**config.mk**
```make
export PLATFORM = sky130hd
export DESIGN_NAME = ddr3_pattern_tester
export DESIGN_NICKNAME = d
export VERILOG_FILES = /design/src/rtl/ddr3_pattern_tester.sv
export SDC_FILE = /design/constraint.sdc
export NUM_CORES = 1
export LEC_CHECK = 0
export ABC_AREA = 1
export BUFFER_PORTS_ARGS = -buffer_cell sky130_fd_sc_hd__buf_2
export CORE_MARGIN = 1
export CORE_UTILIZATION = 55
export CTS_BUF_LIST = sky130_fd_sc_hd__clkbuf_4
export DETAILED_ROUTE_END_ITERATION = 10
export PLACE_DENSITY = 0.84
export SYNTH_ARGS = -nofsm -noshare
export SYNTH_HDL_FRONTEND = slang
export SYNTH_SLANG_ARGS = --single-unit
export TNS_END_PERCENT = 50
```
**constraint.sdc**
```tcl
create_clock -name clk -period 2.8 [get_ports clk]
set_input_delay 0.14 -clock clk [delete_from_list [all_inputs] [get_ports clk]]
set_output_delay 0.14 -clock clk [all_outputs]
set_load 0.01 [all_outputs]
```
**src/rtl/ddr3_pattern_tester.sv**
```systemverilog
// Pattern initiator for the DDR3 x16 local user interface: init, write a
// {~b, b} beat pattern over a region, read it back and count mismatching beats.
module ddr3_pattern_tester #(
    parameter int unsigned NUM_CMDS  = 256,
    parameter logic [25:0] BASE_ADDR = 26'd0,
    parameter logic [23:0] TIMEOUT   = 24'd1000000
) (
    input  logic        clk,
    input  logic        rstn,
    input  logic        start,
    output logic        init_start,
    input  logic        init_done,
    output logic [3:0]  cmd,
    output logic        cmd_valid,
    input  logic        cmd_rdy,
    output logic [25:0] addr,
    output logic [4:0]  cmd_burst_cnt,
    output logic        ofly_burst_len,
    output logic [63:0] write_data,
    output logic [7:0]  data_mask,
    input  logic        datain_rdy,
    input  logic [63:0] read_data,
    input  logic        read_data_valid,
    input  logic        wl_err,
    output logic        busy,
    output logic        pass,
    output logic        fail,
    output logic [15:0] err_count,
    output logic [25:0] first_err_addr,
    output logic [2:0]  dbg_state
);
    typedef enum logic [2:0] {
        S_IDLE    = 3'd0,
        S_INIT    = 3'd1,
        S_WR_CMD  = 3'd2,
        S_WR_DATA = 3'd3,
        S_RD_CMD  = 3'd4,
        S_RD_DATA = 3'd5,
        S_DONE    = 3'd6,
        S_FAIL    = 3'd7
    } state_t;

    localparam logic [3:0]  CMD_READ    = 4'b0001;
    localparam logic [3:0]  CMD_WRITE   = 4'b0010;
    localparam logic [15:0] LAST_CMD    = 16'(NUM_CMDS - 1);
    localparam logic [16:0] TOTAL_BEATS = 17'(2 * NUM_CMDS);

    function automatic logic [63:0] pattern(input logic [16:0] beat);
        logic [31:0] w;
        w = 32'(beat);
        return {~w, w};
    endfunction

    function automatic logic [25:0] cmd_addr(input logic [15:0] idx);
        return BASE_ADDR + {7'd0, idx, 3'd0};
    endfunction

    state_t      state_q, state_d;
    logic [15:0] c_q, c_d;
    logic [16:0] b_q, b_d, rb_q, rb_d;
    logic [23:0] wd_q, wd_d;
    logic [15:0] err_count_q, err_count_d;
    logic [25:0] first_err_addr_q, first_err_addr_d;
    logic        init_start_q, init_start_d;
    logic [3:0]  cmd_q, cmd_d;
    logic        cmd_valid_q, cmd_valid_d;
    logic [25:0] addr_q, addr_d;
    logic [63:0] write_data_q, write_data_d;
    logic        busy_q, busy_d, pass_q, pass_d, fail_q, fail_d;
    logic        running, progress;

    // Handshakes: a command transfers on a cycle with cmd_valid && cmd_rdy; cmd and
    // addr hold until then. A write beat transfers on each datain_rdy cycle in
    // WR_DATA and a read beat on each read_data_valid cycle; both have no back-pressure.
    always_comb begin
        state_d          = state_q;
        c_d              = c_q;
        b_d              = b_q;
        rb_d             = rb_q;
        err_count_d      = err_count_q;
        first_err_addr_d = first_err_addr_q;
        progress         = 1'b0;
        running          = (state_q inside {S_INIT, S_WR_CMD, S_WR_DATA, S_RD_CMD, S_RD_DATA});

        case (state_q)
            S_IDLE, S_DONE, S_FAIL: begin
                if (start) begin
                    state_d          = S_INIT;
                    c_d              = '0;
                    b_d              = '0;
                    rb_d             = '0;
                    err_count_d      = '0;
                    first_err_addr_d = '0;
                end
            end
            S_INIT: if (init_done) state_d = S_WR_CMD;
            S_WR_CMD: if (cmd_valid_q && cmd_rdy) state_d = S_WR_DATA;
            S_WR_DATA: begin
                if (datain_rdy) begin
                    progress = 1'b1;
                    b_d      = b_q + 17'd1;
                    // b is even at the start of every command, so an odd b is its 2nd beat
                    if (b_q[0]) begin
                        if (c_q == LAST_CMD) begin
                            c_d     = '0;
                            b_d     = '0;
                            state_d = S_RD_CMD;
                        end else begin
                            c_d     = c_q + 16'd1;
                            state_d = S_WR_CMD;
                        end
                    end
                end
            end
            S_RD_CMD: begin
                if (cmd_valid_q && cmd_rdy) begin
                    progress = 1'b1;
                    if (c_q == LAST_CMD) state_d = S_RD_DATA;
                    else c_d = c_q + 16'd1;
                end
            end
            default: ;
        endcase

        if ((state_q == S_RD_CMD || state_q == S_RD_DATA) && read_data_valid) begin
            progress = 1'b1;
            rb_d     = rb_q + 17'd1;
            if (read_data != pattern(rb_q)) begin
                if (err_count_q == 16'd0) first_err_addr_d = cmd_addr(rb_q[16:1]);
                if (err_count_q != 16'hFFFF) err_count_d = err_count_q + 16'd1;
            end
            if (rb_d == TOTAL_BEATS) state_d = (err_count_d == 16'd0) ? S_DONE : S_FAIL;
        end

        if (running && (wl_err || wd_q == TIMEOUT)) state_d = S_FAIL;

        if (!running || state_d != state_q || progress) wd_d = '0;
        else wd_d = wd_q + 24'd1;

        // Outputs are registered from the next state so they line up with it
        init_start_d = (state_d == S_INIT);
        cmd_valid_d  = (state_d == S_WR_CMD) || (state_d == S_RD_CMD);
        cmd_d        = (state_d == S_WR_CMD) ? CMD_WRITE :
                       (state_d == S_RD_CMD) ? CMD_READ : 4'b0000;
        addr_d       = cmd_valid_d ? cmd_addr(c_d) : 26'd0;
        write_data_d = (state_d == S_WR_CMD || state_d == S_WR_DATA) ? pattern(b_d) : 64'd0;
        busy_d       = (state_d inside {S_INIT, S_WR_CMD, S_WR_DATA, S_RD_CMD, S_RD_DATA});
        pass_d       = (state_d == S_DONE);
        fail_d       = (state_d == S_FAIL);
    end

    always_ff @(posedge clk) begin
        if (!rstn) begin
            state_q          <= S_IDLE;
            c_q              <= '0;
            b_q              <= '0;
            rb_q             <= '0;
            wd_q             <= '0;
            err_count_q      <= '0;
            first_err_addr_q <= '0;
            init_start_q     <= 1'b0;
            cmd_q            <= '0;
            cmd_valid_q      <= 1'b0;
            addr_q           <= '0;
            write_data_q     <= '0;
            busy_q           <= 1'b0;
            pass_q           <= 1'b0;
            fail_q           <= 1'b0;
        end else begin
            state_q          <= state_d;
            c_q              <= c_d;
            b_q              <= b_d;
            rb_q             <= rb_d;
            wd_q             <= wd_d;
            err_count_q      <= err_count_d;
            first_err_addr_q <= first_err_addr_d;
            init_start_q     <= init_start_d;
            cmd_q            <= cmd_d;
            cmd_valid_q      <= cmd_valid_d;
            addr_q           <= addr_d;
            write_data_q     <= write_data_d;
            busy_q           <= busy_d;
            pass_q           <= pass_d;
            fail_q           <= fail_d;
        end
    end

    assign init_start     = init_start_q;
    assign cmd            = cmd_q;
    assign cmd_valid      = cmd_valid_q;
    assign addr           = addr_q;
    assign cmd_burst_cnt  = 5'd1;
    assign ofly_burst_len = 1'b0;
    assign write_data     = write_data_q;
    assign data_mask      = 8'd0;
    assign busy           = busy_q;
    assign pass           = pass_q;
    assign fail           = fail_q;
    assign err_count      = err_count_q;
    assign first_err_addr = first_err_addr_q;
    assign dbg_state      = state_q;
endmodule

```
==> impl_summary.txt, run 1 <==
----------------------------------------------------
[Drt]
  DRC Markers ... 9
  Routed WL per cell ... about 14 um
  DR vias/cell ... about 5.2
  Routed WL ... 28210 um
  Via count ... roughly 11k
  Initial drt markers ... just over 900
  Count of nets left with antenna violations after detail routing ... 0
  Drt pass-1 iters ... 9

[Pwr]
  Internal cell power ... 4191 uW
  Power per unit of standard cell area ... between 500 and 600 nW/um2
  Leak ... between 0.005 and 0.006 uW
  Fraction of power consumed by sequential logic ... between 40% and 50%
  IR Drop Worst-Case VDD ... about 0.00055 V
  Power share of the combinational group ... around 40%
  Net load switching power ... ~2900 uW
  Power Total ... 7079 uW
  Clock power frac ... about a fifth
  Net switching share of the total power ... about two fifths

[Floorplanning]
  DIE WIDTH ... about 140 um
  Core Region ... around 18000 um2
  I/O pins ... 230
  Starting Density ... between 50 and 60%
  Placement Rows ... between 40 and 50
  Die area ... just under 20000 um2
  Die H ... between 100 and 150 um

[Setup path]
  Crit path buf inv count ... 3
  Logic depth of the worst path, buffers included ... 19
  Worst Setup EP ... wd_q[11]
  Internal reg-to-reg setup slack ... 0.14 ns
  Max FO, Critical Path ... 10
  Slowest cell on the critical path ... dfxtp_2
  Most prevalent standard cell on the critical path ... nand2_4
  Worst setup path startpoint ... rb_q[1]
  Worst path top cell family by delay ... simple AND/OR/NAND/NOR gates
  Startpoint class of the critical path ... flip-flop
  Worst R2R Start ... rb_q[1]
  Critical R2R Capture ... wd_q[11]
  Worst Setup End Kind ... flip-flop
  Critical path arrival ... roughly 3.2 ns
  Path type of the worst setup path ... reg2reg
  Maximum single-stage delay on the critical path ... between 0.3 and 0.4 ns
  Required time of the critical path ... approximately 3.3 ns
  Worst Reg2Reg Path Length in Cells ... 19
  CP cell instances ... buf_4, nand3_2, buf_4, nor3_1, nand2_1, nand2_1, nand3_1, nor2_1, nand4_1, nor2_2, nand3_1, nor2_1, nand2_1, nand2_4, nand2_4, nand2_4, nand2_4, buf_12, nor2_4

[Finish]
  Fill cell count ... approximately 1.6k
  Number of nets in the finished design ... about 1.9k
  Layout cell share with drive strength beyond 1 ... 25.77%
  Number of diodes added for antenna fixing ... 0
  Area Overhead vs Synth ... 18.50%

[Global route]
  Vias in the first global route ... 9380
  Total track usage ... approximately 28%
  Antenna violations before repair ... 0
  Largest net degree at the start of global routing ... 36
  Global route overflow ... 0
  Global-route wire length before repair ... 44430 um

[Logic synthesis]
  Most frequently used flop master after synthesis ... dfxtp_1
  Unique masters post-synth ... just under 60
  Post-Syn Area per Cell ... around 6.7 um2
  #FFs+latches synth ... ~180
  Share of synthesized registers carrying an async set or reset ... 0%
  Syn. warnings ... 0
  Area of the mapped netlist ... around 10000 um2
  Number of flops mapped to enable cells by yosys ... 0
  Fraction of the yosys area taken by sequential cells ... between 30% and 40%
  Gate count of the mapped netlist ... between 1.5k and 2k

[Min path]
  Hold-critical path depth ... 4
  Class of the worst hold path ... in2reg

[Timing]
  Hold_ws ... between 0.03 and 0.04 ns
  Worst slew margin ... 56.02%
  Post-route setup TNS ... 0 ns
  Max Fclk ... 375.3 MHz
  Setup Skew ... approximately 0.027 ns
  Setup slack of the critical path after layout ... 0.1357 ns
  Post-layout minimum cycle time ... ~2.7 ns
  Final-report max-slew violation count ... 0
  Final setup violation count ... 0
  RSZ-0062 raised after global routing ... true
  Tcrit/Tclk final ... about 95%
  Slew at the pin closest to its max-slew limit ... approximately 0.66 ns
  Final Hold Fails ... 0

[Run status]
  Result of the run ... complete, but fails checks
  Failing checks ... DRC

[CTS]
  H-tree levels ... 4
  CTS tree ... done
  Clock slew at reported path FFs ... approximately 0.16 ns
  Maximum number of buffers from clock root to sink ... 2
  Number of clock sinks seen by CTS ... between 150 and 200
  Clk_lat worst skew ... between 0.5 and 0.6 ns
  Root buf cell ... clkbuf_4
  Num CTS Buffers ... 17

[Placed design]
  Final weighted congestion in routability-driven placement ... about 1.0
  Setup WS pre-CTS ... -0.07810 ns
  Buffers added on ports ... 188
  Total half-perimeter wirelength after legalization and detailed placement ... 21490 um

[Run]
  MaxCap Viol Count ... 0

----------------------------------------------------
-- state kept, by name, summed over array words and instances, names as in the netlist, 3 cells and up --
name            cells
write_data         35
first_err_addr     26
dbg_state           3
addr               16
b_q                17
rb_q               17
wd_q               24
c_q                16
err_count          16
-- cell type report --
| cell class | count | area [um2] | share of cell area (%) |
|---|---|---|---|
| clock buffer | 19 | 142.6 | 1.162 |
| inverter | 237 | 893.4 | 7.280 |
| tap | 229 | 286.5 | 2.335 |
| multi-input combinational | 1088 | 5725 | 46.66 |
| timing repair buffer | 257 | 1528 | 12.45 |
| clock inverter | 11 | 108.9 | 0.8870 |
| sequential | 177 | 3587 | 29.23 |
-- placed cells by master, fill, tap and decap left out, types with 6 or more instances in the layout --
cell,synthesis,routed
a211oi_1,20,19
a21oi_1,55,51
a21oi_2,10,14
buf_2,3,188
buf_4,60,62
clkbuf_4,0,19
conb_1,2,41
dfxtp_1,177,156
dfxtp_2,0,14
dfxtp_4,0,7
ha_1,9,7
inv_1,210,208
inv_2,24,25
nand2_1,352,337
nand2_2,11,22
nand2_4,6,10
nand3_1,77,76
nand3b_1,6,6
nand4_1,31,31
nor2_1,237,223
nor2_2,10,19
nor2_4,23,30
nor3_1,24,22
nor3b_1,11,11
nor4_1,13,12
o21ai_0,44,43
o22ai_1,15,15
or2_2,7,7
xnor2_1,10,8
xor2_1,27,26
-- worst min-delay path by stage --
stage,to,slack (ns),from
global placement,wd_q[0],0.43,wd_q[0]
detailed placement,wd_q[0],0.44,wd_q[0]
floorplan,err_count[1],0.40,start
CTS,write_data[34],0.01,datain_rdy
global route,err_count[14],0.05,start
finish,err_count[14],0.04,start
-- synth_stat cells, types with 6 or more instances --
cell type,n,share of area (%)
xor2_1,27,2.3
nand2_4,6,0.65
o21ai_0,44,2.1
buf_4,60,4.3
xnor2_1,10,0.85
o21ai_1,6,0.29
clkbuf_1,21,0.76
nand3_1,77,3.7
nor3b_1,11,0.80
nand3b_1,6,0.43
o22ai_1,15,0.91
nor2_4,23,2.5
nand4_1,31,1.9
dfxtp_1,177,34
or2_2,7,0.42
ha_1,9,1.1
nor2_1,237,8.6
nand2_2,11,0.66
inv_2,24,0.87
nor4_1,13,0.79
inv_1,210,7.6
nand2_1,352,13
a21oi_1,55,2.7
nor3_1,24,1.2
nor2_2,10,0.60
a21oi_2,10,0.85
a211oi_1,20,1.4
-- metrics by stage --
stage / instances / utilization [%] / area [um2]
floorplan: 1589 / - / 10500
global placement: 1968 / 63.47 / 11560
detailed placement: 1968 / 63.47 / 11560
CTS: 2000 / 65.02 / 11840
global route: 2018 / 67.40 / 12270
finish: 2018 / 67.40 / 12270
-- layer usage --
metal / track usage [%] / vias to the layer above / routed length [um]
li1: - / 5279 / -
met1: 36.78 / 4741 / 12080
met2: 47.08 / 435 / 13220
met3: 4.990 / 74 / 2062
met4: 10.18 / 0 / 850
met5: 0 / - / 0
-- logic make-up (layout without fill, tap and decap cells) --
group,Yosys count,count (layout),share of synthesized area [%]
fa+ha+maj,9,9,1.087
flops,177,177,34.22
compound gates,177,177,10.43
xor+xnor,37,37,3.129
buf+inv,326,524,14.45
simple gates,822,824,36.62
other cells,2,41,0.07252
-- power by group through the flow --
stage | Combinational [uW] | Sequential [uW] | Clock (uW)
floorplan | 1730 | 3040 | 0
global placement | 2600 | 2910 | 0
detailed placement | 2640 | 2920 | 0
CTS | 2690 | 2860 | 1380
global route | 3100 | 2890 | 1470
finish | 2860 | 2870 | 1360
-- worst reg2reg max path, cell delays in order, from the launching register on --
cell and delay [ns]:
dfxtp_2 0.37, buf_4 0.15, nand3_2 0.10, buf_4 0.15
nor3_1 0.22, nand2_1 0.08, nand2_1 0.09, nand3_1 0.07
nor2_1 0.11, nand4_1 0.14, nor2_2 0.18, nand3_1 0.09
nor2_1 0.11, nand2_1 0.11, nand2_4 0.15, nand2_4 0.08
nand2_4 0.07, nand2_4 0.08, buf_12 0.18, nor2_4 0.08
-- repair_timing --
action	CTS	global route
setup endpoints to repair	42	85
hold buffers	1	0
endpoints found under the hold margin	11	0
pin swaps	1	23
setup buffers	1	16
gates cloned	0	2
resized for setup	1	93
Note: power is estimated with default switching activity, not from simulation.
==> inputs of run 2 (changes only) <==
- CELL_PAD_IN_SITES_DETAIL_PLACEMENT: unset -> 1
- CELL_PAD_IN_SITES_GLOBAL_PLACEMENT: unset -> 1
- CORE_MARGIN: 1 -> unset
- CORE_UTILIZATION: 55 -> 40
- PLACE_DENSITY: 0.84 -> 0.87
==> impl_summary.txt, run 2 (same netlist as run 1, synthesis figures left out) <==
----------------------------------------------------
[Run status]
  Result of the run ... complete, but fails checks
  Failing checks ... setup timing

[Finish]
  Final Instance Count excl. Fillers ... 2147 (+6.4%)
  Commonest non-fill, non-tap cells in the layout ... nand2_1 (332), nor2_1 (216), inv_1 (206)
  Number of flip-flops in the largest register ... 35 (unchanged)
  Most common library cell in the layout ignoring fill and taps ... nand2_1
  Layout cell share with drive strength beyond 1 ... 28.47% (+2.7 points)
  Area Overhead vs Synth ... 24.42%
  Number of nets in the finished design ... 1884 (+1.3%)

[CTS]
  CTS tree ... done
  Clock slew at reported path FFs ... 0.18 ns (+0.02 ns)
  H-tree levels ... 4 (unchanged)
  Clk_lat worst skew ... 0.62 ns (+0.04 ns)
  Root buf cell ... clkbuf_4
  Num CTS Buffers ... 17 (unchanged)
  Number of clock sinks seen by CTS ... 177 (unchanged)
  Maximum number of buffers from clock root to sink ... 2 (unchanged)

[Placed design]
  Total half-perimeter wirelength after legalization and detailed placement ... 27180 um (+26%)
  Placed Cells ... 2084 (+5.9%)
  Buffers added on ports ... 188 (unchanged)
  Final weighted congestion in routability-driven placement ... 0.9747 (-5.6%)

[Setup path]
  Worst Reg2Reg Path Length in Cells ... 18 (-1)
  Critical path arrival ... 3.47 ns (+0.29 ns)
  Worst Setup End Kind ... flip-flop
  Internal reg-to-reg setup slack ... -0.10 ns (-0.24 ns)
  Startpoint class of the critical path ... flip-flop
  Worst R2R Start ... dbg_state[1]
  Required time of the critical path ... 3.37 ns (+0.06 ns)
  Critical R2R Capture ... wd_q[18]
  Path type of the worst setup path ... reg2reg
  Max FO, Critical Path ... 8 (-2)

[Pwr]
  IR Drop Worst-Case VDD ... 0.0003478 V (-36%)
  Power per unit of standard cell area ... 602.4 nW/um2 (+4.4%)
  Leak ... 0.005975 uW (+3.1%)

[Floorplanning]
  Die H ... 162.9 um (+17%)
  DIE WIDTH ... 162.9 um (+17%)
  Core Region ... 25250 um2 (+39%)
  Placement Rows ... 58 (+18%)
  Die area ... 26540 um2 (+37%)
  I/O pins ... 230 (unchanged)
  Starting Density ... 41.01% (-16 points)

[Timing]
  Final-report max-slew violation count ... 0 (unchanged)
  Worst slew margin ... 62.78% (+6.8 points)
  Setup Skew ... 0.04001 ns (+0.01341 ns)
  Slew at the pin closest to its max-slew limit ... 0.5576 ns (-0.1011 ns)
  Max Fclk ... 344.5 MHz (-8.2%)
  Final setup violation count ... 41 (+41)
  Final Hold Fails ... 0 (unchanged)
  RSZ-0062 raised after global routing ... true
  Post-layout minimum cycle time ... 2.903 ns (+0.2384 ns)
  Setup slack of the critical path after layout ... -0.1027 ns (-0.2384 ns)
  Tcrit/Tclk final ... 103.7% (+8.5 points)
  Post-route setup TNS ... -2.863 ns (-2.863 ns)

[Global route]
  Global-route wire length before repair ... 54820 um (+23%)
  Total track usage ... 26.13% (-2.2 points)
  Antenna violations before repair ... 1 (+1)
  Largest net degree at the start of global routing ... 37 (+2.8%)
  Global route overflow ... 0 (unchanged)
  Vias in the first global route ... 10.98k (+17%)

[Min path]
  Worst Hold Path EP ... write_data[34]
  Class of the worst hold path ... in2reg
  HP Start ... datain_rdy
  Hold-critical path depth ... 6 (+2)

[Drt]
  Count of nets left with antenna violations after detail routing ... 0 (unchanged)
  Initial drt markers ... 656 (-29%)
  DRC Markers ... 0 (-9)
  Drt pass-1 iters ... 5 (-4)
  Via count ... 11.18k (+6.2%)
  Routed WL per cell ... 17.92 um (+28%)
  Routed WL ... 38470 um (+36%)
  DR vias/cell ... 5.209 (-0.17%)

[Run]
  MaxCap Viol Count ... 0 (unchanged)

----------------------------------------------------
==> run 2: final cells by class <==
| class | count | area, um2 |
|---|---|---|
| Fill cell | 3394 | 12370 |
| Inverter | 237 | 898.4 |
| Multi-Input combinational cell | 1088 | 5839 |
| Antenna cell | 1 | 2.502 |
| Tap cell | 330 | 412.9 |
| Timing Repair Buffer | 282 | 1807 |
| Sequential cell | 177 | 3605 |
| Clock buffer | 17 | 127.6 |
| Clock inverter | 15 | 192.7 |
==> run 2: timing repair <==
item                                    in CTS  in global routing
resized for setup                           16                122
pin swaps                                    3                 40
hold buffers                                 2                  0
endpoints found under the setup margin      54                100
buffers inserted                             3                 20
endpoints found under the hold margin       13                  0
cloned                                       0                  5
==> run 2: worst max-delay path by stage <==
stage / endpoint / start / slack (ns) / depth (start not counted)
3_5_place_dp: wd_q[7] / rb_q[1] / -0.20 / 18
3_3_place_gp: wd_q[7] / rb_q[0] / -0.13 / 18
4_1_cts: write_data[41] / rb_q[1] / 0.0002 / 16
6_report: wd_q[18] / dbg_state[1] / -0.10 / 18
2_1_floorplan: wd_q[9] / err_count[0] / 0.31 / 21
5_1_grt: wd_q[21] / dbg_state[1] / -0.29 / 18
==> run 2: metal layers <==
layer,global-route usage [%],vias to the layer above,part of all wire (%)
li1,-,5319,-
met1,31.75,5418,41
met2,46.65,362,51
met3,5.220,84,5.6
met4,6.627,0,2.9
met5,0,-,0
==> run 2: worst max-delay path, stage by stage (launching register included) <==
cell       delay [ns]
dfxtp_4          0.43
nor2_1           0.28
nand2_1          0.17
inv_2            0.10
nand2_1          0.06
nor2_1           0.10
nand3b_1         0.15
nor2_1           0.12
nand4_1          0.13
nor2_2           0.22
nand3_1          0.16
nor2_1           0.14
nand2_1          0.12
nand2_4          0.15
nand2_4          0.08
nand2_4          0.08
nand2_8          0.09
clkbuf_16        0.19
nor2_4           0.07
==> run 2: report_power, final <==
group | total, uW | switching [uW] | internal [uW]
registers | 2900 | 147 | 2750
clock network | 1580 | 1080 | 499
logic | 3280 | 2140 | 1140
total | 7760 | 3370 | 4390
==> run 2: stage by stage <==
stage | power, uW | utilization (%) | setup WS [ns] | instance area (um2) | hold slack [ns]
global placement | 5650 | 46.71 | -0.1331 | 11800 | 0.4391
finish | 7761 | 51.02 | -0.1027 | 12880 | 0.05510
CTS | 7382 | 48.31 | 0.0002207 | 12200 | 0.03511
detailed placement | 5773 | 46.71 | -0.2001 | 11800 | 0.4566
global route | 8144 | 51.02 | -0.2869 | 12880 | 0.06774
floorplan | 4772 | - | 0.3108 | 10500 | 0.4048
